===== config.mk =====
export PLATFORM = sky130hd
export DESIGN_NAME = hc283_nibble_sub
export DESIGN_NICKNAME = d
export VERILOG_FILES = /design/src/rtl/hc283_pkg.sv /design/src/rtl/hc283_nibble_add.sv /design/src/rtl/hc283_nibble_sub.sv
export SDC_FILE = /design/constraint.sdc
export NUM_CORES = 1
export LEC_CHECK = 0
export ABC_AREA = 0
export CAP_MARGIN = 10
export CORE_MARGIN = 2
export CORE_UTILIZATION = 54
export DETAILED_ROUTE_END_ITERATION = 10
export GPL_ROUTABILITY_DRIVEN = 0
export GPL_TIMING_DRIVEN = 0
export PLACE_DENSITY = 0.93
export SLEW_MARGIN = 20
export SYNTH_ARGS = -nofsm -noshare
export SYNTH_HDL_FRONTEND = slang
export SYNTH_SLANG_ARGS = --single-unit

===== constraint.sdc =====
create_clock -name clk -period 4.43 [get_ports clk]
set_input_delay 0.886 -clock clk [delete_from_list [all_inputs] [get_ports clk]]
set_output_delay 0.886 -clock clk [all_outputs]
set_load 0.02 [all_outputs]

===== src/rtl/hc283_pkg.sv =====
// Shared definitions for the 74HC283-based nibble-serial datapath.
//   NIBBLE_W  : width of one '283 adder slice
//   state_t   : control FSM encoding for the nibble-serial subtractor
//   nib_count : number of nibble cycles needed for a given operand width
package hc283_pkg;

  localparam int NIBBLE_W = 4;

  typedef enum logic [1:0] {
    IDLE = 2'd0,
    RUN  = 2'd1,
    DONE = 2'd2
  } state_t;

  function automatic int nib_count(input int width);
    return width / NIBBLE_W;
  endfunction

endpackage


===== src/rtl/hc283_nibble_add.sv =====
// RTL model of one 74HC283 slice: combinational 4-bit add with carry.
//   x, y : nibble operands
//   cin  : carry-in
//   s    : nibble sum
//   cout : carry-out
module hc283_nibble_add
  import hc283_pkg::*;
(
  input  logic [NIBBLE_W-1:0] x,
  input  logic [NIBBLE_W-1:0] y,
  input  logic                cin,
  output logic [NIBBLE_W-1:0] s,
  output logic                cout
);

  assign {cout, s} = {1'b0, x} + {1'b0, y} + {{NIBBLE_W{1'b0}}, cin};

endmodule


===== src/rtl/hc283_nibble_sub.sv =====
// Nibble-serial subtractor/comparator. Computes a - b - bin over NIB cycles
// by adding the ones' complement of b through a single '283 slice, with the
// slice carry-in seeded to ~bin (carry = "no borrow").
//   clk, rst            : clock, synchronous active-high reset
//   in_valid/in_ready   : operand handshake (a, b, bin)
//   out_valid/out_ready : result handshake (diff, borrow, ovf, zero)
//   dbg_state           : current FSM state, for observation only
//
// Handshake: a transfer happens on a rising edge where valid and ready are
// both 1. in_ready is 1 only in IDLE; out_valid is 1 only in DONE, and the
// result fields stay stable while out_valid=1 and out_ready=0.
module hc283_nibble_sub
  import hc283_pkg::*;
#(
  parameter int WIDTH = 16
) (
  input  logic             clk,
  input  logic             rst,
  input  logic             in_valid,
  output logic             in_ready,
  input  logic [WIDTH-1:0] a,
  input  logic [WIDTH-1:0] b,
  input  logic             bin,
  output logic             out_valid,
  input  logic             out_ready,
  output logic [WIDTH-1:0] diff,
  output logic             borrow,
  output logic             ovf,
  output logic             zero,
  output state_t           dbg_state
);

  localparam int NIB = nib_count(WIDTH);
  localparam int CW  = (NIB > 1) ? $clog2(NIB) : 1;

  state_t state_q, state_d;

  logic [WIDTH-1:0]    a_sh, b_sh, diff_sh, diff_shift;
  logic [WIDTH-1:0]    diff_q;
  logic                carry;
  logic [CW-1:0]       count;
  logic                a_msb, b_msb;
  logic                borrow_q, ovf_q, zero_q;
  logic [NIBBLE_W-1:0] sum;
  logic                cout;
  logic                last;

  hc283_nibble_add u_add (
    .x    (a_sh[NIBBLE_W-1:0]),
    .y    (~b_sh[NIBBLE_W-1:0]),
    .cin  (carry),
    .s    (sum),
    .cout (cout)
  );

  assign last = (count == CW'(NIB - 1));

  // Result nibbles enter at the top so that after NIB shifts the first
  // (least significant) nibble has landed in bits [3:0].
  assign diff_shift = (diff_sh >> NIBBLE_W) | (WIDTH'(sum) << (WIDTH - NIBBLE_W));

  // State register
  always_ff @(posedge clk) begin
    if (rst) state_q <= IDLE;
    else     state_q <= state_d;
  end

  // Next-state logic
  always_comb begin
    state_d = state_q;
    case (state_q)
      IDLE:    if (in_valid)  state_d = RUN;
      RUN:     if (last)      state_d = DONE;
      DONE:    if (out_ready) state_d = IDLE;
      default:                state_d = IDLE;
    endcase
  end

  // Output logic
  always_comb begin
    in_ready  = 1'b0;
    out_valid = 1'b0;
    dbg_state = state_q;
    case (state_q)
      IDLE:    in_ready  = 1'b1;
      DONE:    out_valid = 1'b1;
      default: ;
    endcase
  end

  // Datapath. diff_q is loaded only on RUN->DONE so a partial result is
  // never visible on diff.
  always_ff @(posedge clk) begin
    if (rst) begin
      a_sh     <= '0;
      b_sh     <= '0;
      diff_sh  <= '0;
      diff_q   <= '0;
      carry    <= 1'b0;
      count    <= '0;
      a_msb    <= 1'b0;
      b_msb    <= 1'b0;
      borrow_q <= 1'b0;
      ovf_q    <= 1'b0;
      zero_q   <= 1'b0;
    end else begin
      case (state_q)
        IDLE: begin
          if (in_valid) begin
            a_sh    <= a;
            b_sh    <= b;
            diff_sh <= '0;
            carry   <= ~bin;
            count   <= '0;
            a_msb   <= a[WIDTH-1];
            b_msb   <= b[WIDTH-1];
          end
        end
        RUN: begin
          a_sh    <= a_sh >> NIBBLE_W;
          b_sh    <= b_sh >> NIBBLE_W;
          diff_sh <= diff_shift;
          carry   <= cout;
          count   <= count + 1'b1;
          if (last) begin
            diff_q   <= diff_shift;
            borrow_q <= ~cout;
            zero_q   <= (diff_shift == '0);
            ovf_q    <= (a_msb != b_msb) && (diff_shift[WIDTH-1] != a_msb);
          end
        end
        default: ;
      endcase
    end
  end

  assign diff   = diff_q;
  assign borrow = borrow_q;
  assign ovf    = ovf_q;
  assign zero   = zero_q;

endmodule


==> impl_summary.log, run 1 <==
[metrics] CTS H-tree depth: 3
[metrics] setup TNS: 0 ns
[metrics] die outline width: 77.4 µm
[metrics] vias post-DR: 2899
[metrics] most common cell after layout, fill and taps aside: sky130_fd_sc_hd__nand2_1
[metrics] number of standard cells after synthesis: 365
[metrics] f_max: 0.404 GHz
[metrics] largest clock skew in the final design: 0.0121 ns
[metrics] cell family with most CP delay: buffers and inverters
[metrics] number of unique standard cell types used by synthesis: 35
[metrics] via count normalized by instance count: 5.70
[metrics] Antenna Diode Count: 0
[metrics] post-route insts no fill: 509
[metrics] slew at the pin with the worst max-slew slack: 0.567 ns
[metrics] status: completed
[metrics] crit path launch type: register
[metrics] Initial DRC Count: 209
[metrics] Mean Syn Cell Area: 7.97 µm²
[metrics] post-synthesis instance area: 2910 µm²
[metrics] final critical-path share of the clock period: 0.559
[metrics] slowest cell delay on critical path: 0.62 ns
[metrics] fraction of final layout cells sized beyond drive strength 1: 0.0797
[metrics] NumNets Final: 477
[metrics] proportion of netlist area held by the largest area contributor: 0.482
[metrics] Period minus WS final: 2.48 ns
[metrics] fin. max-slew vios: 0
[metrics] most frequent cells in the layout: 104 x sky130_fd_sc_hd__nand2_1, 70 x sky130_fd_sc_hd__dfxtp_1, 58 x sky130_fd_sc_hd__clkdlybuf4s50_1, 41 x sky130_fd_sc_hd__a21oi_1, 32 x sky130_fd_sc_hd__nor2_1
[metrics] port buffer count: 58
[metrics] maximum number of pins on one net before global-route repair: 13
[metrics] number of antenna violations at the first check in global routing: 0
[metrics] post-route DRC violation count: 0
[metrics] Worst Path Max Fanout: 6
[metrics] initial cell density of the core: 0.566
[metrics] number of global-route vias before repair: 2845
[metrics] global-route congestion overflow total: 0
[metrics] global-route wire length before repair: 13100 µm
[metrics] Worst setup EP type: output port
[metrics] LEAKAGE: 0.00140 µW
[metrics] # placed instances: 493
[metrics] num ports: 60
[metrics] total length of routed wires: 7800 µm
[metrics] cell-by-cell trace of the critical path: nor2b_1 > clkdlybuf4s50_1
[metrics] WP buf/inv: 1
[metrics] Setup Crit Path Kind: reg -> out
[metrics] Setup-failing EPs final: 0
[metrics] arrival time at the worst endpoint: 1.59 ns
[metrics] count of yosys warnings during synthesis: 0
[metrics] RSZ-0062 raised after global routing: false
[metrics] hold-fix buffer count after cts: 0
[metrics] overall die area: 5990 µm²
[metrics] total nets after synthesis: 408
[metrics] maximum vdd ir drop: 0.000234 V
[metrics] largest cells by area after synthesis: sky130_fd_sc_hd__dfxtp_1 48%, sky130_fd_sc_hd__nand2_1 13%, sky130_fd_sc_hd__a311oi_1 7.2%
[metrics] synth-to-layout area growth: 30.6%
[metrics] clock sink count: 70
[metrics] hpwl dp: 5530 µm
[metrics] number of register bits inferred by synthesis: 70
[metrics] Core Rows: 26
[metrics] number of instances resized during post-cts repair: 0
[metrics] fill count: 401
[metrics] worst-path cell with the longest stage delay: sky130_fd_sc_hd__clkdlybuf4s50_1
[metrics] clock tree from TritonCTS: done
[metrics] area inside the core boundary: 5140 µm²
[metrics] Clk Latency, worst-skew pair: 0.35 ns
[metrics] number of nets still failing antenna checks after routing: 0
[metrics] buffer count from post-CTS setup fixing: 0
[metrics] PD cells: 393 nW/µm²
[metrics] cell accounting for the most synthesized area: sky130_fd_sc_hd__dfxtp_1
[metrics] sequential share of the synthesized area: 0.482
[metrics] CP Data Required Time: 3.54 ns
[metrics] Pre-Repair DR Iteration Count: 5
[metrics] routed length per instance: 15.3 µm
[metrics] Max transition margin: 0.622
[metrics] post-CTS clock slew at the launch and capture registers of the worst setup and hold paths: 0.08 ns
[metrics] global-route total usage across every layer: 0.279
[metrics] Die Span Y: 77.4 µm
[metrics] clock buffer count from CTS: 9
[metrics] maximum buffer depth of the clock tree: 2
[metrics] cell at the root of the clock tree: sky130_fd_sc_hd__clkbuf_8
[metrics] path class of the lowest-slack min-delay path: reg -> reg
[metrics] MaxCap Viol Count: 0
[metrics] Hold Violations, Final: 0
-- final timing paths --
check	slack, ns	start	end	depth (start not counted)
max	1.95	dbg_state[1]$_SDFFE_PP0P_	out_valid	2
min	0.46	diff[6]$_SDFFE_PP0P_	diff[6]$_SDFFE_PP0P_	2
max reg2reg	2.43	b_sh[0]$_SDFFE_PP0P_	zero$_SDFFE_PP0P_	8
min reg2reg	0.46	diff[6]$_SDFFE_PP0P_	diff[6]$_SDFFE_PP0P_	2
-- registers in the layout, summed over array words and instances, names as in the netlist --
| name | cells |
|---|---|
| a_msb | 1 |
| ovf | 1 |
| count | 2 |
| b_sh | 16 |
| a_sh | 16 |
| borrow | 1 |
| zero | 1 |
| b_msb | 1 |
| diff_sh | 12 |
| carry | 1 |
| diff | 16 |
| dbg_state | 2 |
-- report_power, final --
group	leakage [µW]	switching [µW]	total [µW]	internal (µW)
Sequential	0.000572	26.3	691	664
Clock	0.000116	248	579	331
Combinational	0.000709	126	225	98.3
Total	0.00140	400	1490	1090
-- routing by layer --
metal	vias to the layer above	GRT usage	share of wire
met2	141	0.483	0.50
met1	1354	0.334	0.41
li1	1381	-	-
met3	23	0.0442	0.066
met4	0	0.141	0.027
met5	-	0	0
-- cell type report --
class                      count  area, µm²  area share
clock inverter                 6       83.8      0.0221
inverter                       8       30.0     0.00791
clock buffer                  10        138      0.0362
multi-input combinational    257       1340       0.353
timing repair buffer          58        581       0.153
buffer                        30        138      0.0362
sequential                    70       1400       0.369
tap                           70       87.6      0.0231
-- cell usage after synthesis --
library cell / count
sky130_fd_sc_hd__nor3b_2: 1
sky130_fd_sc_hd__o31ai_1: 1
sky130_fd_sc_hd__xnor2_1: 1
sky130_fd_sc_hd__a211o_1: 1
sky130_fd_sc_hd__nor2_1: 32
sky130_fd_sc_hd__nand2_1: 104
sky130_fd_sc_hd__a311oi_1: 24
sky130_fd_sc_hd__a32o_1: 1
sky130_fd_sc_hd__inv_1: 8
sky130_fd_sc_hd__ha_1: 4
sky130_fd_sc_hd__or3_1: 1
sky130_fd_sc_hd__a211oi_1: 1
sky130_fd_sc_hd__buf_4: 3
sky130_fd_sc_hd__nand4_1: 1
sky130_fd_sc_hd__a31oi_1: 2
sky130_fd_sc_hd__nand3b_1: 1
sky130_fd_sc_hd__nand3_1: 20
sky130_fd_sc_hd__and3_4: 1
sky130_fd_sc_hd__o21a_1: 1
sky130_fd_sc_hd__a2bb2oi_1: 1
sky130_fd_sc_hd__clkbuf_1: 14
sky130_fd_sc_hd__a21oi_1: 41
sky130_fd_sc_hd__dfxtp_1: 70
sky130_fd_sc_hd__and2_1: 1
sky130_fd_sc_hd__nor2b_2: 1
sky130_fd_sc_hd__a21o_2: 1
sky130_fd_sc_hd__nand2b_1: 3
sky130_fd_sc_hd__nor2b_1: 2
sky130_fd_sc_hd__buf_2: 11
sky130_fd_sc_hd__fa_1: 2
sky130_fd_sc_hd__nor4_1: 3
sky130_fd_sc_hd__o21ai_0: 3
sky130_fd_sc_hd__nor4b_1: 1
sky130_fd_sc_hd__buf_1: 2
sky130_fd_sc_hd__or3_4: 1
-- stage by stage --
stage	utilization	hold slack, ns	setup slack [ns]	cell area, µm²	total power, µW
after floorplan	-	0.436	2.60	2910	838
after global placement	0.696	0.443	1.92	3580	912
after detailed placement	0.696	0.446	1.86	3580	922
after CTS	0.739	0.464	1.95	3800	1490
after global routing	0.739	0.479	1.88	3800	1540
final	0.739	0.460	1.95	3800	1490
-- kinds of logic (layout without fill, tap and decap cells) --
kind of cell / Yosys count / count (layout) / share of synthesized area
compound gates: 77 / 77 / 0.172
xor+xnor: 1 / 1 / 0.00301
fa+ha+maj: 6 / 6 / 0.0310
buf+inv: 38 / 112 / 0.0576
flops: 70 / 70 / 0.482
simple gates: 173 / 173 / 0.254
-- worst register-to-register path: stages, from the launching register on --
cell                       delay [ns]
sky130_fd_sc_hd__dfxtp_1         0.34
sky130_fd_sc_hd__inv_1           0.08
sky130_fd_sc_hd__fa_1            0.42
sky130_fd_sc_hd__inv_1           0.09
sky130_fd_sc_hd__fa_1            0.45
sky130_fd_sc_hd__nor4b_1         0.17
sky130_fd_sc_hd__nand3b_1        0.08
sky130_fd_sc_hd__nor4_1          0.04
sky130_fd_sc_hd__a32o_1          0.22
Power figures use the tool's default switching activity.
==> run 2: changes to the inputs <==
- CORE_UTILIZATION: 54 -> 46
- PLACE_DENSITY: 0.93 -> 0.85
- clock period: 4.43 -> 2.2 ns (I/O delays scaled with it)
==> run 2 against run 1 <==
Against the previous run: cell count rose by 0.98%; global-route usage down 6.2 points; via count down 3.0%; first-iteration DRC count increased by 14%; utilization fell by 11 points; critical path depth is the same; wire length decreased by 4.9%; die area is 16% higher; worst hold slack worse by 0.0042 ns; sequential share of layout area increased by 0.061 points.
==> impl_summary.log, run 2 (synthesis results as in run 1) <==
[metrics] Period minus WS final: 2.02 ns
[metrics] Worst setup EP type: output port
[metrics] share of the core filled with cells in the final layout: 0.629 (-0.110)
[metrics] Hold Violations, Final: 0 (unchanged)
[metrics] clock sink count: 70 (unchanged)
[metrics] Clk Latency, worst-skew pair: 0.35 ns (about the same)
[metrics] final critical-path share of the clock period: 0.920
[metrics] routed length per instance: 14.4 µm (-5.8%)
[metrics] arrival time at the worst endpoint: 1.58 ns (about the same)
[metrics] global-route wire length before repair: 12200 µm (-6.9%)
[metrics] num ports: 60 (unchanged)
[metrics] NumNets Final: 477 (unchanged)
[metrics] clock tree from TritonCTS: done
[metrics] Antenna Diode Count: 0 (unchanged)
[metrics] global-route congestion overflow total: 0 (unchanged)
[metrics] crit path launch type: register
[metrics] Max transition margin: 0.632 (+0.00979)
[metrics] port buffer count: 58 (unchanged)
[metrics] maximum vdd ir drop: 0.000554 V (+140%)
[metrics] via count normalized by instance count: 5.47 (-3.9%)
[metrics] Worst Path Max Fanout: 6 (unchanged)
[metrics] maximum number of pins on one net before global-route repair: 13 (unchanged)
[metrics] clock buffer count from CTS: 9 (unchanged)
[metrics] fill count: 530 (+32%)
[metrics] MaxCap Viol Count: 0 (unchanged)
[metrics] worst-case register-to-register setup slack: 0.20 ns (-2.23 ns)
[metrics] CP Data Required Time: 1.76 ns (-1.78 ns)
[metrics] PD cells: 765 nW/µm² (+95%)
[metrics] f_max: 0.494 GHz
[metrics] global-route total usage across every layer: 0.216 (-0.0623)
[metrics] area inside the core boundary: 6030 µm² (+17%)
[metrics] Setup Crit Path Kind: reg -> out
[metrics] total length of routed wires: 7420 µm (-4.9%)
[metrics] fraction of final layout cells sized beyond drive strength 1: 0.0797 (unchanged)
[metrics] # placed instances: 498 (+1.0%)
[metrics] die outline width: 83.5 µm (+7.9%)
[metrics] buffer count from post-CTS setup fixing: 0 (unchanged)
[metrics] number of global-route vias before repair: 2714 (-4.6%)
[metrics] most common cell after layout, fill and taps aside: sky130_fd_sc_hd__nand2_1
[metrics] Pre-Repair DR Iteration Count: 5 (unchanged)
[metrics] LEAKAGE: 0.00138 µW (-1.3%)
[metrics] most frequent cells in the layout: 104 x sky130_fd_sc_hd__nand2_1, 70 x sky130_fd_sc_hd__dfxtp_1, 58 x sky130_fd_sc_hd__clkdlybuf4s50_1, 41 x sky130_fd_sc_hd__a21oi_1, 32 x sky130_fd_sc_hd__nor2_1
[metrics] post-CTS clock slew at the launch and capture registers of the worst setup and hold paths: 0.07 ns (about the same)
[metrics] hpwl dp: 5420 µm (-2.0%)
[metrics] slew at the pin with the worst max-slew slack: 0.552 ns (-0.0147 ns)
[metrics] number of instances resized during post-cts repair: 0 (unchanged)
[metrics] hold slack: 0.455 ns (-0.00418 ns)
[metrics] fin. max-slew vios: 0 (unchanged)
[metrics] overall die area: 6980 µm² (+16%)
[metrics] post-route insts no fill: 514 (+0.98%)
[metrics] number of antenna violations at the first check in global routing: 0 (unchanged)
[metrics] RSZ-0062 raised after global routing: false
[metrics] synth-to-layout area growth: 30.4%
[metrics] path class of the lowest-slack min-delay path: reg -> reg
[metrics] CTS H-tree depth: 3 (unchanged)
[metrics] Core Rows: 28 (+7.7%)
[metrics] number of nets still failing antenna checks after routing: 0 (unchanged)
[metrics] status: completed
[metrics] setup TNS: 0 ns (unchanged)
[metrics] Setup-failing EPs final: 0 (unchanged)
[metrics] Initial DRC Count: 238 (+14%)
[metrics] cell at the root of the clock tree: sky130_fd_sc_hd__clkbuf_8
[metrics] post-route DRC violation count: 0 (unchanged)
[metrics] initial cell density of the core: 0.483 (-0.0832)
[metrics] vias post-DR: 2813 (-3.0%)
[metrics] largest clock skew in the final design: 0.00808 ns (-0.00398 ns)
[metrics] hold-fix buffer count after cts: 0 (unchanged)
[metrics] maximum buffer depth of the clock tree: 2 (unchanged)
[metrics] Die Span Y: 83.5 µm (+7.9%)
## run 2: cell types whose count changed in the layout (fill, tap and decap cells not counted)
cell	before	now
sky130_fd_sc_hd__inv_6	1	0
sky130_fd_sc_hd__clkbuf_8	10	11
sky130_fd_sc_hd__clkinvlp_4	0	3
sky130_fd_sc_hd__clkinv_2	3	1
sky130_fd_sc_hd__bufinv_16	2	1
## run 2: metal layers
metal,up-vias,track usage,wire length [µm]
met5,-,0,0
met4,0,0.113,231
met3,23,0.0445,438
met2,105,0.362,3580
met1,1305,0.262,3170
li1,1380,-,-
## run 2: power breakdown
| group | total [µW] | switching, µW | internal (µW) |
|---|---|---|---|
| Clock | 1060 | 481 | 583 |
| Sequential | 1390 | 51.2 | 1340 |
| Combinational | 449 | 251 | 199 |
## run 2: final cells by class
type	instances	area [µm²]	area share
multi-input combinational	257	1340	0.353
inverter	8	30.0	0.00792
buffer	30	138	0.0363
sequential	70	1400	0.370
clock buffer	11	151	0.0399
timing repair buffer	58	581	0.153
tap	75	93.8	0.0247
clock inverter	5	57.6	0.0152
## run 2: path summary, 6_finish.rpt
| check | to | startpoint | depth (start not counted) |
|---|---|---|---|
| worst min register to register | diff[2]$_SDFFE_PP0P_ | diff[2]$_SDFFE_PP0P_ | 2 |
| worst max register to register | zero$_SDFFE_PP0P_ | b_sh[0]$_SDFFE_PP0P_ | 8 |
| worst max-delay path | out_valid | dbg_state[1]$_SDFFE_PP0P_ | 2 |
| worst min-delay path | diff[2]$_SDFFE_PP0P_ | diff[2]$_SDFFE_PP0P_ | 2 |
## run 2: stage by stage
| stage | total power [µW] | instance area (µm²) | setup WS [ns] |
|---|---|---|---|
| after detailed placement | 1860 | 3580 | 0.0824 |
| final | 2900 | 3790 | 0.177 |
| after CTS | 2910 | 3790 | 0.168 |
| after global placement | 1840 | 3580 | 0.164 |
| after global routing | 3010 | 3790 | 0.0538 |
| after floorplan | 1690 | 2910 | 0.368 |
## run 2: critical path: stages, from the launching register on
cell and delay, ns:
sky130_fd_sc_hd__dfxtp_1 0.42, sky130_fd_sc_hd__nor2b_1 0.20, sky130_fd_sc_hd__clkdlybuf4s50_1 0.62
==> run 3: changes to the inputs <==
- PLACE_DENSITY: 0.85 -> 0.76
==> run 3 against run 2 <==
Against the previous run: combinational power is essentially flat; setup slack got worse by 0.022 ns; non-clock buffer count stayed put; critical path depth is the same; design area down 0.30%; sequential share of layout area increased by 0.11 points; count of clock-buffer cells in the layout is 2 lower; die area unchanged.
==> impl_summary.log, run 3 (synthesis results as in run 1) <==
[metrics] hold slack: 0.454 ns (-0.00106 ns)
[metrics] cell family with most CP delay: buffers and inverters
[metrics] switching pwr: 823 µW (+5.0%)
[metrics] Worst Path Max Fanout: 6 (unchanged)
[metrics] most frequent cells in the layout: 104 x sky130_fd_sc_hd__nand2_1, 70 x sky130_fd_sc_hd__dfxtp_1, 58 x sky130_fd_sc_hd__clkdlybuf4s50_1, 41 x sky130_fd_sc_hd__a21oi_1, 32 x sky130_fd_sc_hd__nor2_1
[metrics] slew at the pin with the worst max-slew slack: 0.552 ns (+0.000199 ns)
[metrics] vias post-DR: 2711 (-3.6%)
[metrics] CP Data Required Time: 1.76 ns (about the same)
[metrics] Overall Power: 2890 µW (-0.60%)
[metrics] status: completed
[metrics] Initial DRC Count: 143 (-40%)
[metrics] Setup-failing EPs final: 0 (unchanged)
[metrics] number of instances resized during post-cts repair: 0 (unchanged)
[metrics] synth-to-layout area growth: 30.0%
[metrics] clock buffer count from CTS: 9 (unchanged)
[metrics] most common cell after layout, fill and taps aside: sky130_fd_sc_hd__nand2_1
[metrics] die outline width: 83.5 µm (unchanged)
[metrics] Clk Latency, worst-skew pair: 0.36 ns (about the same)
[metrics] share of the core filled with cells in the final layout: 0.627 (-0.00187)
[metrics] slowest cell delay on critical path: 0.62 ns (about the same)
[metrics] crit path launch type: register
[metrics] num ports: 60 (unchanged)
[metrics] share of power burned in registers: 0.481 (+0.002)
[metrics] Setup Crit Path Kind: reg -> out
[metrics] LEAKAGE: 0.00138 µW (+0.15%)
[metrics] sequential cell area: 1400 µm² (unchanged)
[metrics] PD cells: 763 nW/µm² (-0.30%)
[metrics] fin. max-slew vios: 0 (unchanged)
[metrics] Worst Setup SP: dbg_state[1]$_SDFFE_PP0P_
[metrics] cell at the root of the clock tree: sky130_fd_sc_hd__clkbuf_8
[metrics] final critical-path share of the clock period: 0.930 (+0.0101)
[metrics] final critical-path setup slack: 0.155 ns (-0.0223 ns)
[metrics] hold-fix buffer count after cts: 0 (unchanged)
[metrics] launching point of the worst reg2reg path: b_sh[0]$_SDFFE_PP0P_
[metrics] global-route congestion overflow total: 0 (unchanged)
[metrics] global-route total usage across every layer: 0.213 (-0.00350)
[metrics] total length of routed wires: 7290 µm (-1.8%)
[metrics] setup TNS: 0 ns (unchanged)
[metrics] WP buf/inv: 1 (unchanged)
[metrics] arrival time at the worst endpoint: 1.61 ns (+0.03 ns)
[metrics] CTS H-tree depth: 3 (unchanged)
[metrics] Period minus WS final: 2.05 ns (+0.0223 ns)
[metrics] Max transition margin: 0.632 (about the same)
[metrics] worst-path cell with the longest stage delay: sky130_fd_sc_hd__clkdlybuf4s50_1
[metrics] f_max: 0.489 GHz (-1.1%)
[metrics] maximum vdd ir drop: 0.000492 V (-11%)
[metrics] maximum buffer depth of the clock tree: 2 (unchanged)
[metrics] proportion of power drawn by the clock network: 0.364 (-0.002)
[metrics] number of nets still failing antenna checks after routing: 0 (unchanged)
[metrics] Switching Share: 0.285 (+0.0153)
[metrics] fraction of power consumed by combinational cells: 0.155 (about the same)
[metrics] post-CTS clock slew at the launch and capture registers of the worst setup and hold paths: 0.08 ns (about the same)
[metrics] via count normalized by instance count: 5.27 (-3.6%)
[metrics] cell-by-cell trace of the critical path: nor2b_1 > clkdlybuf4s50_1
[metrics] number of global-route vias before repair: 2499 (-7.9%)
[metrics] Placement Setup Slack: 0.0156 ns (-0.0667 ns)
[metrics] start point of the worst min-delay path: diff[11]$_SDFFE_PP0P_
[metrics] post-route DRC violation count: 0 (unchanged)
[metrics] clock sink count: 70 (unchanged)
[metrics] cell-internal power: 2060 µW (-2.7%)
[metrics] NumNets Final: 477 (unchanged)
[metrics] fraction of final layout cells sized beyond drive strength 1: 0.0797 (unchanged)
[metrics] area inside the core boundary: 6030 µm² (unchanged)
[metrics] Die Span Y: 83.5 µm (unchanged)
[metrics] overall die area: 6980 µm² (unchanged)
[metrics] Hold Violations, Final: 0 (unchanged)
[metrics] initial cell density of the core: 0.483 (unchanged)
[metrics] MaxCap Viol Count: 0 (unchanged)
[metrics] global-route wire length before repair: 11800 µm (-3.2%)
[metrics] number of antenna violations at the first check in global routing: 0 (unchanged)
[metrics] buffer count from post-CTS setup fixing: 0 (unchanged)
[metrics] routed length per instance: 14.2 µm (-1.8%)
[metrics] port buffer count: 58 (unchanged)
[metrics] maximum number of pins on one net before global-route repair: 14 (+1)
[metrics] area of combinational cells with multiple inputs: 1340 µm² (unchanged)
[metrics] clock tree from TritonCTS: done
[metrics] Core Rows: 28 (unchanged)
[metrics] fill count: 551 (+4.0%)
[metrics] Antenna Diode Count: 0 (unchanged)
[metrics] hpwl dp: 5260 µm (-3.0%)
[metrics] Pre-Repair DR Iteration Count: 4 (-1)
[metrics] RSZ-0062 raised after global routing: false
[metrics] path class of the lowest-slack min-delay path: reg -> reg
[metrics] largest clock skew in the final design: 0.0109 ns (+0.00278 ns)
[metrics] Worst setup EP type: output port
run 3: through the flow:
stage	cells	instance area [µm²]
2_1_floorplan	365	2910
3_3_place_gp	498	3580
3_5_place_dp	498	3580
4_1_cts	514	3780
5_1_grt	514	3780
6_report	514	3780
run 3: power groups by stage:
stage / Combinational, µW / Sequential [µW] / Clock, µW
CTS: 442 / 1390 / 1060
floorplan: 285 / 1400 / 0
finish: 446 / 1390 / 1050
global route: 487 / 1400 / 1130
detailed placement: 438 / 1420 / 0
global placement: 430 / 1410 / 0
run 3: area by class of cell:
class / instances / area share
flip-flops and latches: 70 / 0.371
multi-input cells: 257 / 0.354
repair buffers: 58 / 0.154
plain buffers: 30 / 0.0364
clock buffers: 9 / 0.0328
well taps: 75 / 0.0248
clock inverters: 7 / 0.0195
inverters: 8 / 0.00794
run 3: tightest hold or removal path, delay by kind of cell (launching register included):
| kind | cells | cell delay (ns) |
|---|---|---|
| DFF | 1 | 0.31 |
| and+or+nand+nor | 1 | 0.05 |
| AOI/OAI and AO/OA | 1 | 0.05 |
run 3: routing by layer:
metal	wire length, µm	vias to the layer above	track usage
met1	3290	1245	0.267
met2	3480	71	0.355
met3	435	10	0.0593
met4	88	0	0.0704
met5	0	-	0
li1	-	1385	-
run 3: path summary, 6_finish.rpt:
| check | endpoint | slack, ns | cells past startpoint |
|---|---|---|---|
| hold reg to reg | diff[11]$_SDFFE_PP0P_ | 0.45 | 2 |
| hold / removal | diff[11]$_SDFFE_PP0P_ | 0.45 | 2 |
| setup / recovery | out_valid | 0.15 | 2 |
| setup reg to reg | zero$_SDFFE_PP0P_ | 0.22 | 8 |
